--- src/rtl/cnn_settle_monitor.sv ---
// Settling detector for the 4x4 cellular-network array: compares successive frames
// pixel by pixel and reports a binarized result once the array stops changing.
//
// state   | meaning
// --------+----------------------------------------------------------
// IDLE    | waiting for start; last result still visible
// ARM     | waiting for the baseline frame
// WAIT    | waiting for the next frame
// COMPARE | 16 cycles, one pixel per cycle, cur vs prev
// DONE    | result valid, held until ack
module cnn_settle_monitor #(
  parameter int WIDTH         = 9,
  parameter int ITER_WIDTH    = 8,
  parameter int MAX_ITER      = 200,
  parameter int STABLE_FRAMES = 3,
  parameter int TOL           = 0
) (
  input  logic                    clk,
  input  logic                    rst,
  input  logic                    start,
  input  logic                    frame_sync,
  input  logic signed [WIDTH-1:0] Y1_in,
  input  logic signed [WIDTH-1:0] Y2_in,
  input  logic signed [WIDTH-1:0] Y3_in,
  input  logic signed [WIDTH-1:0] Y4_in,
  input  logic signed [WIDTH-1:0] Y5_in,
  input  logic signed [WIDTH-1:0] Y6_in,
  input  logic signed [WIDTH-1:0] Y7_in,
  input  logic signed [WIDTH-1:0] Y8_in,
  input  logic signed [WIDTH-1:0] Y9_in,
  input  logic signed [WIDTH-1:0] Y10_in,
  input  logic signed [WIDTH-1:0] Y11_in,
  input  logic signed [WIDTH-1:0] Y12_in,
  input  logic signed [WIDTH-1:0] Y13_in,
  input  logic signed [WIDTH-1:0] Y14_in,
  input  logic signed [WIDTH-1:0] Y15_in,
  input  logic signed [WIDTH-1:0] Y16_in,
  input  logic                    ack,
  output logic                    busy,
  output logic                    done,
  output logic                    timeout,
  output logic                    overrun,
  output logic [15:0]             bin_out,
  output logic [ITER_WIDTH-1:0]   iter_count
);

  localparam int SW = (STABLE_FRAMES < 1) ? 1 : $clog2(STABLE_FRAMES + 1);

  typedef enum logic [2:0] {
    S_IDLE,
    S_ARM,
    S_WAIT,
    S_COMPARE,
    S_DONE
  } state_t;

  state_t                  r_state;
  logic signed [WIDTH-1:0] r_cur  [16];
  logic signed [WIDTH-1:0] r_prev [16];
  logic [3:0]              r_idx;
  logic [SW-1:0]           r_stable;
  logic                    r_diff;
  logic                    r_busy;
  logic                    r_done;
  logic                    r_timeout;
  logic                    r_overrun;
  logic [15:0]             r_bin;
  logic [ITER_WIDTH-1:0]   r_iter;

  logic signed [WIDTH-1:0] w_y [16];
  logic signed [WIDTH:0]   w_delta;
  logic [WIDTH:0]          w_mag;
  logic                    w_pix_diff;
  logic                    w_frame_diff;
  logic [SW-1:0]           w_stable_next;
  logic                    w_settled;
  logic                    w_max_iter;
  logic [15:0]             w_bin;

  assign w_y[0]  = Y1_in;
  assign w_y[1]  = Y2_in;
  assign w_y[2]  = Y3_in;
  assign w_y[3]  = Y4_in;
  assign w_y[4]  = Y5_in;
  assign w_y[5]  = Y6_in;
  assign w_y[6]  = Y7_in;
  assign w_y[7]  = Y8_in;
  assign w_y[8]  = Y9_in;
  assign w_y[9]  = Y10_in;
  assign w_y[10] = Y11_in;
  assign w_y[11] = Y12_in;
  assign w_y[12] = Y13_in;
  assign w_y[13] = Y14_in;
  assign w_y[14] = Y15_in;
  assign w_y[15] = Y16_in;

  // One extra bit keeps the full range: -256 vs +255 gives 511, never wraps.
  assign w_delta = {r_cur[r_idx][WIDTH-1], r_cur[r_idx]}
                 - {r_prev[r_idx][WIDTH-1], r_prev[r_idx]};
  assign w_mag   = w_delta[WIDTH] ? $unsigned(-w_delta) : $unsigned(w_delta);

  assign w_pix_diff    = (w_mag > (WIDTH+1)'(TOL));
  assign w_frame_diff  = r_diff | w_pix_diff;
  assign w_stable_next = w_frame_diff ? '0 : r_stable + SW'(1);
  assign w_settled     = (w_stable_next == SW'(STABLE_FRAMES));
  assign w_max_iter    = (r_iter == ITER_WIDTH'(MAX_ITER));

  always_comb begin
    w_bin = '0;
    for (int i = 0; i < 16; i++) begin
      w_bin[i] = ~r_cur[i][WIDTH-1];
    end
  end

  always_ff @(posedge clk) begin
    if (rst) begin
      r_state   <= S_IDLE;
      r_idx     <= '0;
      r_stable  <= '0;
      r_diff    <= 1'b0;
      r_busy    <= 1'b0;
      r_done    <= 1'b0;
      r_timeout <= 1'b0;
      r_overrun <= 1'b0;
      r_bin     <= '0;
      r_iter    <= '0;
      for (int i = 0; i < 16; i++) begin
        r_cur[i]  <= '0;
        r_prev[i] <= '0;
      end
    end else begin
      case (r_state)
        S_IDLE: begin
          if (start) begin
            r_state   <= S_ARM;
            r_busy    <= 1'b1;
            r_iter    <= '0;
            r_stable  <= '0;
            r_timeout <= 1'b0;
            r_overrun <= 1'b0;
          end
        end
        S_ARM: begin
          if (frame_sync) begin
            for (int i = 0; i < 16; i++) r_cur[i] <= w_y[i];
            r_state <= S_WAIT;
          end
        end
        S_WAIT: begin
          if (frame_sync) begin
            for (int i = 0; i < 16; i++) begin
              r_prev[i] <= r_cur[i];
              r_cur[i]  <= w_y[i];
            end
            r_iter  <= r_iter + ITER_WIDTH'(1);
            r_diff  <= 1'b0;
            r_idx   <= '0;
            r_state <= S_COMPARE;
          end
        end
        S_COMPARE: begin
          if (frame_sync) r_overrun <= 1'b1;
          if (r_idx == 4'd15) begin
            r_stable <= w_stable_next;
            r_diff   <= w_frame_diff;
            // Settling wins over timeout when both land on the same frame.
            if (w_settled || w_max_iter) begin
              r_state   <= S_DONE;
              r_busy    <= 1'b0;
              r_done    <= 1'b1;
              r_timeout <= ~w_settled;
              r_bin     <= w_bin;
            end else begin
              r_state <= S_WAIT;
            end
          end else begin
            r_diff <= w_frame_diff;
            r_idx  <= r_idx + 4'd1;
          end
        end
        S_DONE: begin
          if (ack) begin
            r_done <= 1'b0;
            if (start) begin
              r_state   <= S_ARM;
              r_busy    <= 1'b1;
              r_iter    <= '0;
              r_stable  <= '0;
              r_timeout <= 1'b0;
              r_overrun <= 1'b0;
            end else begin
              r_state <= S_IDLE;
            end
          end
        end
        default: begin
          r_state <= S_IDLE;
          r_busy  <= 1'b0;
          r_done  <= 1'b0;
        end
      endcase
    end
  end

  assign busy       = r_busy;
  assign done       = r_done;
  assign timeout    = r_timeout;
  assign overrun    = r_overrun;
  assign bin_out    = r_bin;
  assign iter_count = r_iter;

endmodule

--- config.mk ---
export PLATFORM = sky130hd
export DESIGN_NAME = cnn_settle_monitor
export DESIGN_NICKNAME = d
export VERILOG_FILES = /design/src/rtl/cnn_settle_monitor.sv
export SDC_FILE = /design/constraint.sdc
export NUM_CORES = 1
export LEC_CHECK = 0
export ABC_CLOCK_PERIOD_IN_PS = 9230
export BUFFER_PORTS_ARGS = -buffer_cell sky130_fd_sc_hd__buf_2
export CORE_AREA = 3 3 159 239
export CTS_BUF_LIST = sky130_fd_sc_hd__clkbuf_8
export DETAILED_ROUTE_END_ITERATION = 10
export DIE_AREA = 0 0 162 242
export PLACE_DENSITY_LB_ADDON = 0.1
export SLEW_MARGIN = 20
export SYNTH_ARGS = -nofsm -noshare
export SYNTH_HDL_FRONTEND = slang
export SYNTH_SLANG_ARGS = --single-unit
--- constraint.sdc ---
create_clock -name clk -period 9.23 [get_ports clk]
set_input_delay 0.923 -clock clk [delete_from_list [all_inputs] [get_ports clk]]
set_output_delay 0.923 -clock clk [all_outputs]
set_load 0.05 [all_outputs]
==> metrics.cfg, run 1 <==
[critical_path]
critPathMaxFanout = 39
cp.arrival_ns = 6.24
worstSetupPathType = reg2reg
crit_slowest_cell = dfxtp_4
cpPeakStageDelay_ns = 0.83
rrSetupSlack_ns = 3.46
path_cells = buf_4, mux4_2, mux4_2, inv_1, ha_1, inv_1, fa_1, a211oi_2, o21ba_2, o221a_2, o211ai_2, a2111oi_4, a41oi_4, o41ai_4, buf_4, mux2_2
worstReg2RegEnd = bin_out[4]$_SDFFE_PP0P_
cp.required_ns = 9.70
worstRegToRegCells = 16
crit_path_end_kind = flip-flop
worstSetupStartpointType = flip-flop

[timing]
maxSlewHeadroom = 0.389
tightest_slew_ns = 0.914
fmax_mhz = 173
final-max-slew-violation-count = 0
period_share = 0.625
hold_viol = 0
setup_viol = 0
final.setup_skew_ns = 0.0216
rsz0062_at_grt = false
min_period_ns = 5.77
tns_ns = 0

[die]
rows = 85
start_util = 0.431
die_h_um = 242
die_area_um2 = 39200
core_area_um2 = 35900
pin_count = 177
fp.dieW_um = 162

[power]
power.density_nw_per_um2 = 189
vdd_ir_drop_max_mv = 0.0846
switching_share = 0.240
comb_power_share = 0.100
clockPowerShare = 0.373
seq_power_share = 0.527
p_leak_nw = 6.74
p_int_mw = 2.58
p_switching_mw = 0.815

[logic_synthesis]
synth_cells = 1037
synth-async-reset-ratio = 0
synth_cell_type_count = 69
yosysTopAreaCell = edfxtp_1
synth.most_common_cell = edfxtp_1
synthesis.nets = 1199
ys_seq_area_frac = 0.613
synth_edf_count = 288
synth.avg_cell_area_um2 = 14.9
synth_common_cells = edfxtp_1 (288), and2_1 (183), nor2b_1 (128)
syn_area_um2 = 15500
ys_ff_latch = 330
yosys-top-cells-area = edfxtp_1 (56%), mux4_2 (13%), and2_1 (7.4%)
synth_top_area_share = 0.558
synthFlopType = edfxtp_1
ys_warn_count = 0

[outcome]
status = finished clean

[place]
port_buffers = 176
dpl.hpwl_um = 24500
gp_congestion = 0.873
place_area_um2 = 16900

[grt]
grt_pass1_wl_um = 54300
grt_pass1_vias = 9369
grt_max_degree = 95
antenna_found_initial = 1
overflow = 0
track_usage = 0.181

[clock_tree]
cts_tree = yes
cts.clk_slew.worst_paths_ns = 0.06
cts.repair.resized = 0
clockRootBuffer = clkbuf_8
cts_setup_buffers = 0
htree_levels = 2
hold_buffers = 0
cts_buffer_depth = 3
cts.sinks = 330
clk_latency_ns = 0.59
cts_inserted_buffers = 51

[drt]
first_pass_iters = 4
vias = 8930
vias_per_cell = 5.14
wl_um = 35100
drt_iter0_drc = 480
remaining_drc_errors = 0
ant_nets = 0
wire_per_inst_um = 20.2

[layout]
final_area_um2 = 17900
final_layout_size_suffix_gt1_frac = 0.314
areaGrowthSynthToFinish_pct = 15.7
register_area_um2 = 9500
final_nets = 1381
nFillCells = 3210
multi_input_area_um2 = 5710

[worst_hold_path]
hold_class = reg2reg
hold_path_startpoint = done$_SDFFE_PP0P_
worstHoldPathCells = 1
min_to = done$_SDFFE_PP0P_

[job]
cap_violations = 0

[flip-flops by register name (all words and copies together), names as in the netlist, named ones only]
register	flops
timeout	1
r_stable	2
r_diff	1
bin_out	16
r_prev	144
busy	1
overrun	1
r_idx	4
r_state	3
done	1
iter_count	8
r_cur	144
[how the worst max path moves through the flow]
stage,startpoint,end,slack (ns),depth (start not counted)
after detailed placement,flip-flop,bin_out[4]$_SDFFE_PP0P_,3.37,16
after CTS,flip-flop,bin_out[4]$_SDFFE_PP0P_,3.38,16
after global routing,flip-flop,bin_out[3]$_SDFFE_PP0P_,3.06,16
after global placement,flip-flop,bin_out[15]$_SDFFE_PP0P_,3.43,16
final,flip-flop,bin_out[4]$_SDFFE_PP0P_,3.46,16
after floorplan,rst,flip-flop,3.67,4
[critical path: cells and delay by family, from the launching register on]
| kind | cells | cell delay, ns |
|---|---|---|
| compound gates | 7 | 1.84 |
| mux | 3 | 1.40 |
| buf+inv | 4 | 0.91 |
| flops | 1 | 0.83 |
| fa+ha+maj | 2 | 0.63 |
[per-stage QoR]
stage / util / cells / power [mW] / setup slack (ns) / hold WS [ns]
floorplan: - / 1037 / 2.03 / 3.67 / 0.448
global placement: 0.469 / 1644 / 2.16 / 3.43 / 0.473
detailed placement: 0.469 / 1644 / 2.17 / 3.37 / 0.487
CTS: 0.498 / 1738 / 3.45 / 3.38 / 0.499
global route: 0.498 / 1739 / 3.54 / 3.06 / 0.516
finish: 0.498 / 1739 / 3.39 / 3.46 / 0.486
[placed cells by master (no fill, tap or decap), types with 3 or more instances in the layout]
cell,Yosys,routed
a21oi_1,15,15
o21bai_1,3,3
nor2b_1,128,128
mux2_2,7,7
xnor2_1,3,3
inv_1,16,26
mux2_4,10,10
clkinv_1,0,14
dfxtp_1,42,40
or3_1,3,3
nand4_1,3,3
nor2_1,48,46
nand2_1,17,17
clkinv_2,0,10
nand3_1,8,8
clkbuf_8,0,52
nand2b_1,7,4
nor4_1,3,3
nand3b_1,8,8
and2_1,183,183
edfxtp_1,288,288
bufinv_16,0,6
buf_2,0,175
xor2_1,9,9
mux2i_1,5,5
nor3_1,7,7
ha_1,12,12
buf_4,0,16
o21ai_0,9,9
mux4_2,90,90
o221a_2,3,3
[power groups by stage]
stage | combinational (mW) | sequential (mW) | clock [mW]
3_3_place_gp | 0.340 | 1.82 | 0
3_5_place_dp | 0.344 | 1.82 | 0
6_report | 0.338 | 1.79 | 1.27
4_1_cts | 0.345 | 1.79 | 1.31
5_1_grt | 0.369 | 1.80 | 1.38
2_1_floorplan | 0.235 | 1.80 | 0
[routing by layer]
metal  GRT usage  part of all wire  vias to the layer above
li1            -                 -                     4213
met5           0                 0                        -
met3      0.0282             0.037                       59
met2       0.341              0.56                      190
met1       0.208              0.38                     4468
met4      0.0555             0.025                        0
[logic make-up after synthesis]
family | Yosys count | synth area share
compound gates | 61 | 0.0358
xor+xnor | 12 | 0.00679
fa+ha+maj | 13 | 0.0110
buf+inv | 78 | 0.0201
flops | 330 | 0.613
mux | 112 | 0.149
simple gates | 431 | 0.165
[cell type report]
type                            count  share of cell area
Timing Repair Buffer              191              0.0556
Inverter                           16             0.00335
Clock buffer                       52              0.0399
Antenna cell                        1            0.000140
Sequential cell                   330               0.530
Tap cell                          478              0.0334
Clock inverter                     42              0.0188
Multi-Input combinational cell    629               0.319
Power figures use the tool's default switching activity.
==> run 2: changes to the inputs <==
--- a/config.mk
+++ b/config.mk
@@ -5,12 +5,13 @@
 export SDC_FILE = /design/constraint.sdc
 export NUM_CORES = 1
 export LEC_CHECK = 0
-export ABC_CLOCK_PERIOD_IN_PS = 9230
+export ABC_AREA = 1
+export ABC_CLOCK_PERIOD_IN_PS = 5070
 export BUFFER_PORTS_ARGS = -buffer_cell sky130_fd_sc_hd__buf_2
-export CORE_AREA = 3 3 159 239
+export CORE_AREA = 3 3 163 244
 export CTS_BUF_LIST = sky130_fd_sc_hd__clkbuf_8
 export DETAILED_ROUTE_END_ITERATION = 10
-export DIE_AREA = 0 0 162 242
+export DIE_AREA = 0 0 166 247
 export PLACE_DENSITY_LB_ADDON = 0.1
 export SLEW_MARGIN = 20
 export SYNTH_ARGS = -nofsm -noshare
==> constraint.sdc (replaced) <==
create_clock -name clk -period 5.07 [get_ports clk]
set_input_delay 0.507 -clock clk [delete_from_list [all_inputs] [get_ports clk]]
set_output_delay 0.507 -clock clk [all_outputs]
set_load 0.05 [all_outputs]
==> metrics.cfg, run 2 <==
[job]
cap_violations = 0

[timing]
final.setup_skew_ns = 0.0134
hold_viol = 0
period_share = 0.896
tightest_slew_ns = 1.03
tns_ns = 0
min_period_ns = 4.54
maxSlewHeadroom = 0.311
rsz0062_at_grt = false
setup_viol = 0
final-max-slew-violation-count = 0
setup_ws_ns = 0.528
fmax_mhz = 220

[logic_synthesis]
synth.avg_cell_area_um2 = 9.10
ys_seq_area_frac = 0.585
synth-async-reset-ratio = 0
synth_cells = 1783
synth_top_area_share = 0.533
synth.most_common_cell = inv_1
synthesis.nets = 1945
synth_edf_count = 288
yosys-top-cells-area = edfxtp_1 (53%), inv_1 (9.3%), nor2_1 (7.6%)
synth_cell_type_count = 39
ys_warn_count = 0
yosysTopAreaCell = edfxtp_1
ys_ff_latch = 330
synth_common_cells = inv_1 (402), nor2_1 (328), edfxtp_1 (288)
syn_area_um2 = 16200
synthFlopType = edfxtp_1

[die]
die_area_um2 = 41000
rows = 87
pin_count = 177
start_util = 0.430
fp.dieW_um = 166
core_area_um2 = 37800
die_h_um = 247

[clock_tree]
hold_buffers = 0
cts.sinks = 330
htree_levels = 2
clockRootBuffer = clkbuf_8
cts_buffer_depth = 3
clk_latency_ns = 0.59
cts_tree = yes
cts.clk_slew.worst_paths_ns = 0.06
cts_inserted_buffers = 52
cts_setup_buffers = 0
cts.repair.resized = 0

[power]
comb_power_share = 0.236
switching_share = 0.321
clockPowerShare = 0.292
power.density_nw_per_um2 = 397
p_int_mw = 5.03
p_leak_nw = 8.25
seq_power_share = 0.472
vdd_ir_drop_max_mv = 0.304
p_switching_mw = 2.37

[worst_hold_path]
min_to = r_cur[13][4]$_DFFE_PP_
hold_path_startpoint = Y14_in[4]
hold_class = in2reg
worstHoldPathCells = 3

[drt]
vias = 12161
remaining_drc_errors = 0
wl_um = 40500
ant_nets = 0
vias_per_cell = 4.90
wire_per_inst_um = 16.3
first_pass_iters = 5
drt_iter0_drc = 888

[grt]
grtUsageMet2 = 0.345
met3_usage = 0.0281
grt_pass1_wl_um = 63800
met1_usage = 0.240
antenna_found_initial = 0
overflow = 0
track_usage = 0.194
grt_max_degree = 79
grt.busiest_layer = met2
grt_pass1_vias = 12041

[critical_path]
worstReg2RegEnd = bin_out[0]$_SDFFE_PP0P_
rrSetupSlack_ns = 0.53
crit_path_end_kind = flip-flop
critPathMaxFanout = 32
cp.required_ns = 5.53
worstSetupPathType = reg2reg
worstRegToRegCells = 25
worstSetupStartpointType = flip-flop
cp.arrival_ns = 5.00

[layout]
final_layout_size_suffix_gt1_frac = 0.162
nFillCells = 3623
areaGrowthSynthToFinish_pct = 14.9
multi_input_area_um2 = 4870
final_common_cell = inv_1
register_area_um2 = 9500
antenna_cells = 0
final_cell_mix = inv_1 (422), nor2_1 (328), edfxtp_1 (288)
final_nets = 2111

[place]
place_ws_ns = 0.525
dpl.hpwl_um = 28200
port_buffers = 176
gp_congestion = 0.849

[outcome]
status = finished clean

## run 2: final cells by class
class,count,area share
clock buffers,56,0.0413
clock inverters,41,0.0117
inverters,408,0.0821
multi-input cells,954,0.261
flip-flops and latches,330,0.509
well taps,489,0.0328
repair buffers,203,0.0622
## run 2: worst max-delay path, stage by stage (launching register included)
cell,delay (ns)
dfxtp_4,0.61
buf_4,0.38
a21oi_1,0.06
o21ai_0,0.10
o21ai_0,0.23
o221ai_1,0.29
o21ai_0,0.19
ha_1,0.43
nand2_1,0.11
nand2_1,0.09
nand2_1,0.07
nand2_1,0.04
nand2_1,0.10
nand3_2,0.09
nand2_2,0.08
nand2_2,0.14
nand2_1,0.10
nand2_1,0.06
nand2_2,0.07
nand3_2,0.06
nor2_2,0.11
nand3_2,0.10
nand2_2,0.11
nand3_4,0.39
o21ai_0,0.31
a21oi_1,0.06
## run 2: worst max path at each step
| stage | startpoint | to | slack [ns] |
|---|---|---|---|
| global placement | flip-flop | bin_out[15]$_SDFFE_PP0P_ | 0.57 |
| finish | flip-flop | bin_out[0]$_SDFFE_PP0P_ | 0.53 |
| floorplan | rst | r_prev[0][0]$_SDFFCE_PN0N_ | 0.59 |
| CTS | flip-flop | bin_out[0]$_SDFFE_PP0P_ | 0.51 |
| global route | flip-flop | bin_out[9]$_SDFFE_PP0P_ | 0.1 |
| detailed placement | flip-flop | bin_out[0]$_SDFFE_PP0P_ | 0.53 |
## run 2: logic make-up (layout without fill, tap and decap cells)
family / Yosys count / after routing / synth area share
muxes: 36 / 36 / 0.0222
buffers and inverters: 499 / 708 / 0.117
AOI/OAI and AO/OA: 352 / 352 / 0.124
and+or+nand+nor: 550 / 550 / 0.140
DFF: 330 / 330 / 0.585
xor gates and xnor gates: 3 / 3 / 0.00162
adders and majority gates: 13 / 13 / 0.0105
## run 2: power groups by stage
stage                     Sequential, mW  Clock, mW  Combinational (mW)
after floorplan                     3.54          0                1.27
after global placement              3.54          0                1.73
after detailed placement            3.55          0                1.75
after CTS                           3.50       2.24                1.76
after global routing                3.52       2.36                1.99
final                               3.49       2.16                1.75
## run 2: through the flow
| step | total power [mW] | std cells | hold slack (ns) | instance area (um^2) | utilization |
|---|---|---|---|---|---|
| after CTS | 7.49 | 2481 | 0.149 | 18700 | 0.494 |
| final | 7.40 | 2481 | 0.196 | 18700 | 0.494 |
| after global placement | 5.27 | 2384 | 0.434 | 17700 | 0.468 |
| after global routing | 7.87 | 2481 | 0.155 | 18700 | 0.494 |
| after floorplan | 4.81 | 1783 | 0.459 | 16200 | - |
| after detailed placement | 5.30 | 2384 | 0.436 | 17700 | 0.468 |
## run 2: routing by layer
layer	routed length (um)	vias to the layer above
li1	-	6092
met1	17000	5702
met3	1740	73
met4	1310	0
met2	20500	294
met5	0	-
==> run 3: changes to the inputs <==
--- a/config.mk
+++ b/config.mk
@@ -8,10 +8,11 @@
 export ABC_AREA = 1
 export ABC_CLOCK_PERIOD_IN_PS = 5070
 export BUFFER_PORTS_ARGS = -buffer_cell sky130_fd_sc_hd__buf_2
-export CORE_AREA = 3 3 163 244
+export CORE_AREA = 3 3 169 253
 export CTS_BUF_LIST = sky130_fd_sc_hd__clkbuf_8
 export DETAILED_ROUTE_END_ITERATION = 10
-export DIE_AREA = 0 0 166 247
+export DIE_AREA = 0 0 172 256
+export HOLD_SLACK_MARGIN = 0.08
 export PLACE_DENSITY_LB_ADDON = 0.1
 export SLEW_MARGIN = 20
 export SYNTH_ARGS = -nofsm -noshare
==> metrics.cfg, run 3 (synthesis gave the netlist of run 2 again) <==
[outcome]
status = finished clean

[die]
die_area_um2 = 44000
pin_count = 177
start_util = 0.396
rows = 91
die_h_um = 256
core_area_um2 = 41000
fp.dieW_um = 172

[critical_path]
crit_path_end_kind = flip-flop
cp.required_ns = 5.53
critPathMaxFanout = 35
worstSetupStartpointType = flip-flop
cp.arrival_ns = 5.05
crit_slowest_cell = dfxtp_4
path_cells = buf_4, a21oi_1, o21ai_0, o21ai_0, o22ai_1, o21ai_0, ha_1, nand2_1, nor2_1, nand3_1, nand3_2, nand2_2, nand2_2, nand2_1, nand2_1, nand2_1, nor2_1, nand3_2, nand2_2, nand3_4, o21ai_0, a21oi_1
cpPeakStageDelay_ns = 0.61
worstSetupPathType = reg2reg

[drt]
drt_iter0_drc = 911
remaining_drc_errors = 0
first_pass_iters = 7
vias_per_cell = 4.77
wl_um = 41400
vias = 11972
wire_per_inst_um = 16.5
ant_nets = 0

[clock_tree]
cts.repair.resized = 0
cts_buffer_depth = 3
cts.sinks = 330
cts_inserted_buffers = 52
clockRootBuffer = clkbuf_8
cts.clk_slew.worst_paths_ns = 0.06
cts_tree = yes
htree_levels = 2
clk_latency_ns = 0.61

[timing]
final.setup_skew_ns = 0.0332
maxSlewHeadroom = 0.398
setup_viol = 0
hold_viol = 0
final-max-slew-violation-count = 0
tns_ns = 0
whs_ns = 0.180
fmax_mhz = 218
tightest_slew_ns = 0.893
period_share = 0.906
rsz0062_at_grt = false
min_period_ns = 4.59

[place]
port_buffers = 176
dpl.hpwl_um = 29000
place_area_um2 = 17700
gp_congestion = 0.839

[layout]
final_common_cell = inv_1
areaGrowthSynthToFinish_pct = 15.6
final_area_um2 = 18800
final_cell_mix = inv_1 (413), nor2_1 (328), edfxtp_1 (288)
final_layout_size_suffix_gt1_frac = 0.168
final_core_util = 0.458
nFillCells = 3981
final_nets = 2116

[power]
vdd_ir_drop_max_mv = 0.191
power.density_nw_per_um2 = 402
power_mw = 7.55
p_leak_nw = 8.28

[grt]
grt_max_degree = 85
overflow = 0
grt_pass1_wl_um = 64500
track_usage = 0.186
antenna_found_initial = 1
grt_pass1_vias = 11947

[job]
cap_violations = 0

[worst_hold_path]
hold_class = in2reg

-- run 3: cell types whose count changed in the layout (fill, tap and decap cells not counted), sizes merged, moves of 2 or more --
cell / delta
buf: +4
bufinv: +2
clkinv: +7
inv: -9
-- run 3: cell type report --
type	instances	area, um^2	area share
sequential	330	9500	0.506
clock buffer	54	743	0.0396
multi-input combinational	954	4870	0.259
antenna	1	2.50	0.000133
inverter	408	1530	0.0816
timing repair buffer	208	1200	0.0641
clock inverter	42	288	0.0153
tap	511	639	0.0341
-- run 3: timing repair --
action                                  CTS  global route
hold buffers                              0             0
buffers inserted                          0             1
endpoints found under the setup margin    0            16
-- run 3: power by group --
group          leakage (nW)  switching, mW  internal, mW
logic                  4.37           1.21         0.571
clock network         0.578           1.08          1.20
registers              3.33          0.148          3.34
-- run 3: worst max-delay path, delay by kind of cell (launching register included) --
kind | cells | cell delay [ns]
and+or+nand+nor | 13 | 1.76
adders and majority gates | 1 | 0.39
DFF | 1 | 0.61
buffers and inverters | 1 | 0.42
AOI/OAI and AO/OA | 7 | 1.27
-- run 3: per-layer routing --
metal / track usage / vias to the layer above / share of wire
met5: 0 / - / 0
met4: 0.0555 / 0 / 0.024
met3: 0.0297 / 59 / 0.044
met2: 0.320 / 266 / 0.51
met1: 0.239 / 5547 / 0.42
li1: - / 6100 / -
-- run 3: path summary, 6_finish.rpt --
| check | slack, ns | from | cells after the start | endpoint |
|---|---|---|---|---|
| worst min-delay path | 0.18 | Y13_in[3] | 3 | r_cur[12][3]$_DFFE_PP_ |
| worst max-delay path | 0.48 | flip-flop | 22 | bin_out[0]$_SDFFE_PP0P_ |
| worst max register to register | 0.48 | flip-flop | 22 | bin_out[0]$_SDFFE_PP0P_ |
| worst min register to register | 0.45 | bin_out[10]$_SDFFE_PP0P_ | 2 | bin_out[10]$_SDFFE_PP0P_ |
-- run 3: per-stage QoR --
step / worst slack [ns] / instances
floorplan: 0.592 / 1783
global placement: 0.459 / 2410
detailed placement: 0.370 / 2410
CTS: 0.361 / 2506
global route: 0.0228 / 2508
finish: 0.478 / 2508
